File: src/rtl/register_file.sv
// rtl/register_file.sv - 2-read/1-write register file, optional REGFILE_BYPASS_EN write-through forwarding
module register_file #(
    parameter int DATA_W   = 32,
    parameter int ADDR_W   = 6,
    parameter int NUM_REGS = 64,
    parameter int ZERO_REG = 1
) (
    input  logic              clk,
    input  logic              rst_n,
    input  logic              RegWrite,
    input  logic [ADDR_W-1:0] Read1,
    input  logic [ADDR_W-1:0] Read2,
    input  logic [ADDR_W-1:0] WriteReg,
    input  logic [DATA_W-1:0] WriteData,
    output logic [DATA_W-1:0] Data1,
    output logic [DATA_W-1:0] Data2
);

    logic [DATA_W-1:0] regs [NUM_REGS];
    logic              write_allowed;

    assign write_allowed = RegWrite && !((ZERO_REG != 0) && (WriteReg == '0));

    always_ff @(posedge clk) begin
        if (!rst_n) begin
            for (int i = 0; i < NUM_REGS; i++) begin
                regs[i] <= '0;
            end
        end else if (write_allowed) begin
            regs[WriteReg] <= WriteData;
        end
    end

    // Index 0 is masked on the read side so its storage contents never matter.
    function automatic logic [DATA_W-1:0] read_port(input logic [ADDR_W-1:0] idx);
        logic [DATA_W-1:0] value;
        value = regs[idx];
        if ((ZERO_REG != 0) && (idx == '0)) begin
            value = '0;
        end
`ifdef REGFILE_BYPASS_EN
        if (rst_n && write_allowed && (idx == WriteReg)) begin
            value = WriteData;
        end
`endif
        return value;
    endfunction

    always_comb begin
        Data1 = read_port(Read1);
        Data2 = read_port(Read2);
    end

endmodule

File: config.mk
export PLATFORM = sky130hd
export DESIGN_NAME = register_file
export DESIGN_NICKNAME = d
export VERILOG_FILES = /design/src/rtl/register_file.sv
export SDC_FILE = /design/constraint.sdc
export NUM_CORES = 2
export LEC_CHECK = 0
export CAP_MARGIN = 20
export CORE_UTILIZATION = 40
export CTS_BUF_LIST = sky130_fd_sc_hd__clkbuf_8 sky130_fd_sc_hd__clkbuf_16
export DETAILED_ROUTE_END_ITERATION = 8
export PLACE_DENSITY = 0.59
export SETUP_SLACK_MARGIN = 0.3
export SLEW_MARGIN = 5
export SYNTH_ARGS = -nofsm -noshare
export SYNTH_HDL_FRONTEND = slang
export SYNTH_SLANG_ARGS = --single-unit
File: constraint.sdc
create_clock -name clk -period 7.75 [get_ports clk]
set_clock_uncertainty 0.2 [all_clocks]
set_input_delay 1.1625 -clock clk [delete_from_list [all_inputs] [get_ports clk]]
set_output_delay 1.1625 -clock clk [all_outputs]
set_load 0.02 [all_outputs]
# After elaboration in Yosys (flattened, before gate mapping)
# Memory sizes are Yosys's and may differ from the RTL's.
# Cells that the tools add are included.
[word_totals]
latch_bits = 0
ram_bits = 2048
word_cells = 16
reg_bits = 0
n_memories = 1
inputBits = 53
mem_bits_ro = 0
[op_classes]
n_lt_le_gt_ge = 0
muxes = 9
bitwise_logic = 0
addsub = 0
reduce_logical = 6
div = 0
n_mul = 0
n_eq_ne = 0
shifts = 0
[mem_list]
columns = ["name", "words", "word_bits", "read_ports", "rd_ports_with_merged_regs", "wr", "line_no", "rtl"]
rows = [
  ["regs", 64, 32, 2, 0, 64, "19", "logic [DATA_W-1:0] regs [NUM_REGS];"],
]
[ops]
columns = ["operator", "count"]
rows = [
  ["32-bit 2-to-1 mux", 3],
  ["32-bit OR reduction", 1],
  ["6-bit logical NOT", 3],
  ["6-bit 2-to-1 mux", 1],
  ["1-bit 2-to-1 mux", 5],
  ["1-bit logical AND", 1],
  ["1-bit logical NOT", 1],
]

# Longest topological paths before layout
[logic_depth]
depth_word = 8
depth_mapped = 11
mapped_depth_nobuf = 5

# Worst setup path after synthesis
# OpenSTA, ideal clock, no wires.
[synth_timing]
kind = "input port to flip-flop"
start = "input port WriteReg[4]"
end = "memory regs[32][0], enable pin"
arrival_time_ns = 4.275
path_stages = 4
slack_ns = 2.810
setup_ns = 0.466
path_buffers = 2
cell_sequence = "or3b_2 > clkbuf_1 > clkbuf_1 > o21ai_0"
[synth_lines]
columns = ["item", "line_no", "rtl"]
rows = [
  ["start, declared", "13", "input logic [ADDR_W-1:0] WriteReg,"],
  ["end, declared", "19", ""],
]

# Worst setup path in the final report
[layout_timing]
start = "input port Read2[0]"
end = "output port Data2[6]"
[layout_between]
elab_chain_cells = 2
[layout_rtl]
columns = ["item", "line_no", "rtl"]
rows = [
  ["start, declared", "12", "input logic [ADDR_W-1:0] Read2,"],
  ["memory 64 x 32 bit or 6-bit logical NOT (tied branches)", "-", ""],
  ["32-bit 2-to-1 mux *", "38", "if ((ZERO_REG != 0) && (idx == '0)) begin"],
  ["end, declared", "16", "output logic [DATA_W-1:0] Data2"],
]
# Mark *: on every way between the ends. The rest lies on a longest branch, timed or not.

==> results by group <==
Timing
  – Tmin final: 7.26 ns
  – Fmax: around 140 MHz
  – Final worst path period share: a little over nine tenths
  – Slew headroom: roughly a tenth
  – RSZ-0062 raised after global routing: no
  – Setup TNS: 0 ns
  – Final setup fails: 0
  – Setup ws final: 0.493 ns
  – Slew @ Worst Pin: 1.35 ns
  – Final hold violations: 0
  – Pins Over Slew Limit: 0

Synthesis
  – Synth Flop Type: edfxtp_1
  – Yosys warns: 0
  – Synth area leaders: edfxtp_1 (56%), mux4_2 (21%), and2_1 (12%), mux2i_1 (2.8%), clkbuf_1 (1.9%)
  – Yosys top cell by area: edfxtp_1
  – Post-synth EDFFs: a little over 2,000
  – Mapped Cells: 7,132
  – Async S/R FF share, synth: 0%
  – Mapped Area: 109,000 sq um
  – Register area share after synthesis: roughly 56%
  – Seq cells post-synth: 2,048
  – Synth top area share: 56.2%
  – Syn_area_per_cell: 15.3 sq um
  – Yosys cell types: 54

Critical path
  – Crit Path Max Fanout: 57
  – Startpoint class of the critical path: primary input
  – Required time worst endpoint: 6.39 ns
  – Worst path buffer plus inverter count: 3
  – Crit. End Element: output port
  – Crit-path cells: buf_8, buf_4, mux4_2, mux4_2, nand2_1, nand4_1, clkdlybuf4s50_1
  – Crit-path leading delay family: buffers and inverters
  – WP data arrival: 5.89 ns
  – CP peak stage delay: 0.89 ns
  – Highest-delay cell along the critical path: nand4_1
  – Critical path type: primary input to output port
  – Crit-path most repeated cell: mux4_2

Global route
  – Vias in the first global route: 66,200
  – GRT Overall Usage: 30.5%
  – Initial antenna violation count: 63
  – First-pass GRT wire length: 577,000 um
  – Pin count of the biggest net entering global routing: 87
  – GR Overflow Total: 0

Final layout
  – Layout area overhead: 11.9%
  – # fillers: 23,400
  – Fin cells: between 10,000 and 15,000
  – Top reg by flops: regs
  – Largest regs: regs (2048)
  – Multi-input gate area: 45,600 sq um
  – Max FFs per register: 2,048
  – Final nets: 7,090
  – Share of cells above drive strength 1: 26.2%
  – Seq. cell area: roughly 60,000 sq um

Detailed routing
  – Remaining antenna violation count: 0
  – Post-route DRC: 0
  – Pre-Repair DR Iteration Count: 6
  – Iteration-0 DRC Markers: 12,200
  – WL final: between 400,000 and 500,000 um
  – Vias: roughly 70,000
  – Vias/cell: between 6 and 7
  – Mean routed wirelength per cell: 39.6 um

Clocking
  – H-tree Lvls: 4
  – Hold Buf Count CTS: 0
  – Clock Path Buffers: 4
  – Setup Buffers After CTS: 0
  – CTS buffer count: 224
  – # resized after CTS: 0
  – Clock sinks: 2,048
  – Clock-pin slew on the worst setup and hold paths: roughly 0.070 ns
  – CTS tree: yes
  – Clock Tree Root: clkbuf_16

Place
  – HPWL Detailed: 266,000 um
  – Post-Place Worst Slack: 0.570 ns
  – Port Buffer Count: ~120
  – Routability cong.: between 0.9 and 1
  – Placed Cells: 10,400

Die
  – Die area: between 200,000 and 300,000 sq um
  – Die height: 525 um
  – Core Area: 271,000 sq um
  – FP Rows: roughly 190
  – Die width: 525 um
  – Starting Density: 40.3%
  – I/O pin count: 117

Outcome
  – Outcome: completed

Power
  – Tot Pwr: 27,400 uW
  – Pleak: 0.0416 uW
  – Max IR drop VDD: 0.000167 V
  – PwrDens: 224 nW/um^2

Min path
  – Hold crit path type: primary input to flip-flop

Job
  – Max-Cap Viols: 0
-- metal layers --
| layer | wire, um | up-vias | track usage, % |
|---|---|---|---|
| met4 | 26800 | 30 | 16.9 |
| met2 | 189000 | 4904 | 45.1 |
| met3 | 52600 | 855 | 8.32 |
| met1 | 159000 | 36900 | 40.8 |
| met5 | 199 | - | 0 |
| li1 | - | 27300 | - |
-- path summary, 6_finish.rpt --
check	start	end	slack, ns	depth (start not counted)
hold / removal	WriteData[2]	regs[41][2]$_SDFFCE_PN0P_	0.76	2
setup / recovery	Read2[0]	Data2[6]	0.49	7
-- where the power goes --
group / switching (uW) / internal [uW]
clock network: 4660 / 5830
registers: 313 / 12800
logic: 2430 / 1390
-- cell type report --
class / instances / area share [%]
inverters: 6 / 0.0215
repair buffers: 427 / 3.14
clock inverters: 169 / 1.03
well taps: 3570 / 3.65
multi-input cells: 4330 / 37.2
diodes: 20 / 0.0409
clock buffers: 226 / 4.62
flip-flops and latches: 2048 / 50.2
-- cells in the mapped netlist (34+ instances only) --
master,instances
mux2i_1,306
a211o_1,37
o21ai_0,85
buf_2,113
and2_1,2020
edfxtp_1,2048
nand2_1,115
buf_4,60
o221ai_1,71
o22ai_1,96
nor2_1,200
a21oi_1,41
mux2_2,64
mux4_2,1008
clkbuf_1,542
buf_1,34
-- cell families (layout without fill, tap and decap cells) --
| logic type | Yosys count | in the layout | share of synthesized area, % |
|---|---|---|---|
| AOI/OAI and AO/OA | 493 | 493 | 3.19 |
| buffers and inverters | 785 | 828 | 3.24 |
| DFF | 2048 | 2048 | 56.2 |
| muxes | 1378 | 1378 | 24.2 |
| other | 1 | 52 | 0.00343 |
| and+or+nand+nor | 2427 | 2427 | 13.1 |
-- cell usage in the layout, fill, tap and decap left out, types with 19 or more instances in the layout --
master              n
clkbuf_16         226
mux2i_1           306
mux2_2             64
o22ai_1            96
o221ai_1           71
o21ai_4            63
o211ai_1           19
and2_1           2020
edfxtp_1         2048
a221o_1            19
a21oi_1            40
nor2_2             34
a211o_1            37
mux4_2           1008
a221oi_1           32
conb_1             32
nand2_1           110
inv_1              38
clkinv_2           42
buf_12             35
a22oi_1            24
clkinv_1           57
nor2_4             32
clkdlybuf4s50_1    72
diode_2            20
buf_2              32
nand3_1            26
buf_4             277
nor2_1            134
-- metrics by stage --
| step | util, % | hold slack (ns) | cell area (sq um) |
|---|---|---|---|
| final | 45.1 | 0.761 | 122000 |
| after floorplan | - | 1.16 | 110000 |
| after detailed placement | 42.5 | 1.71 | 115000 |
| after CTS | 45.0 | 0.725 | 122000 |
| after global placement | 42.5 | 1.74 | 115000 |
| after global routing | 45.1 | 0.746 | 122000 |
Note: power is estimated with default switching activity, not from simulation.
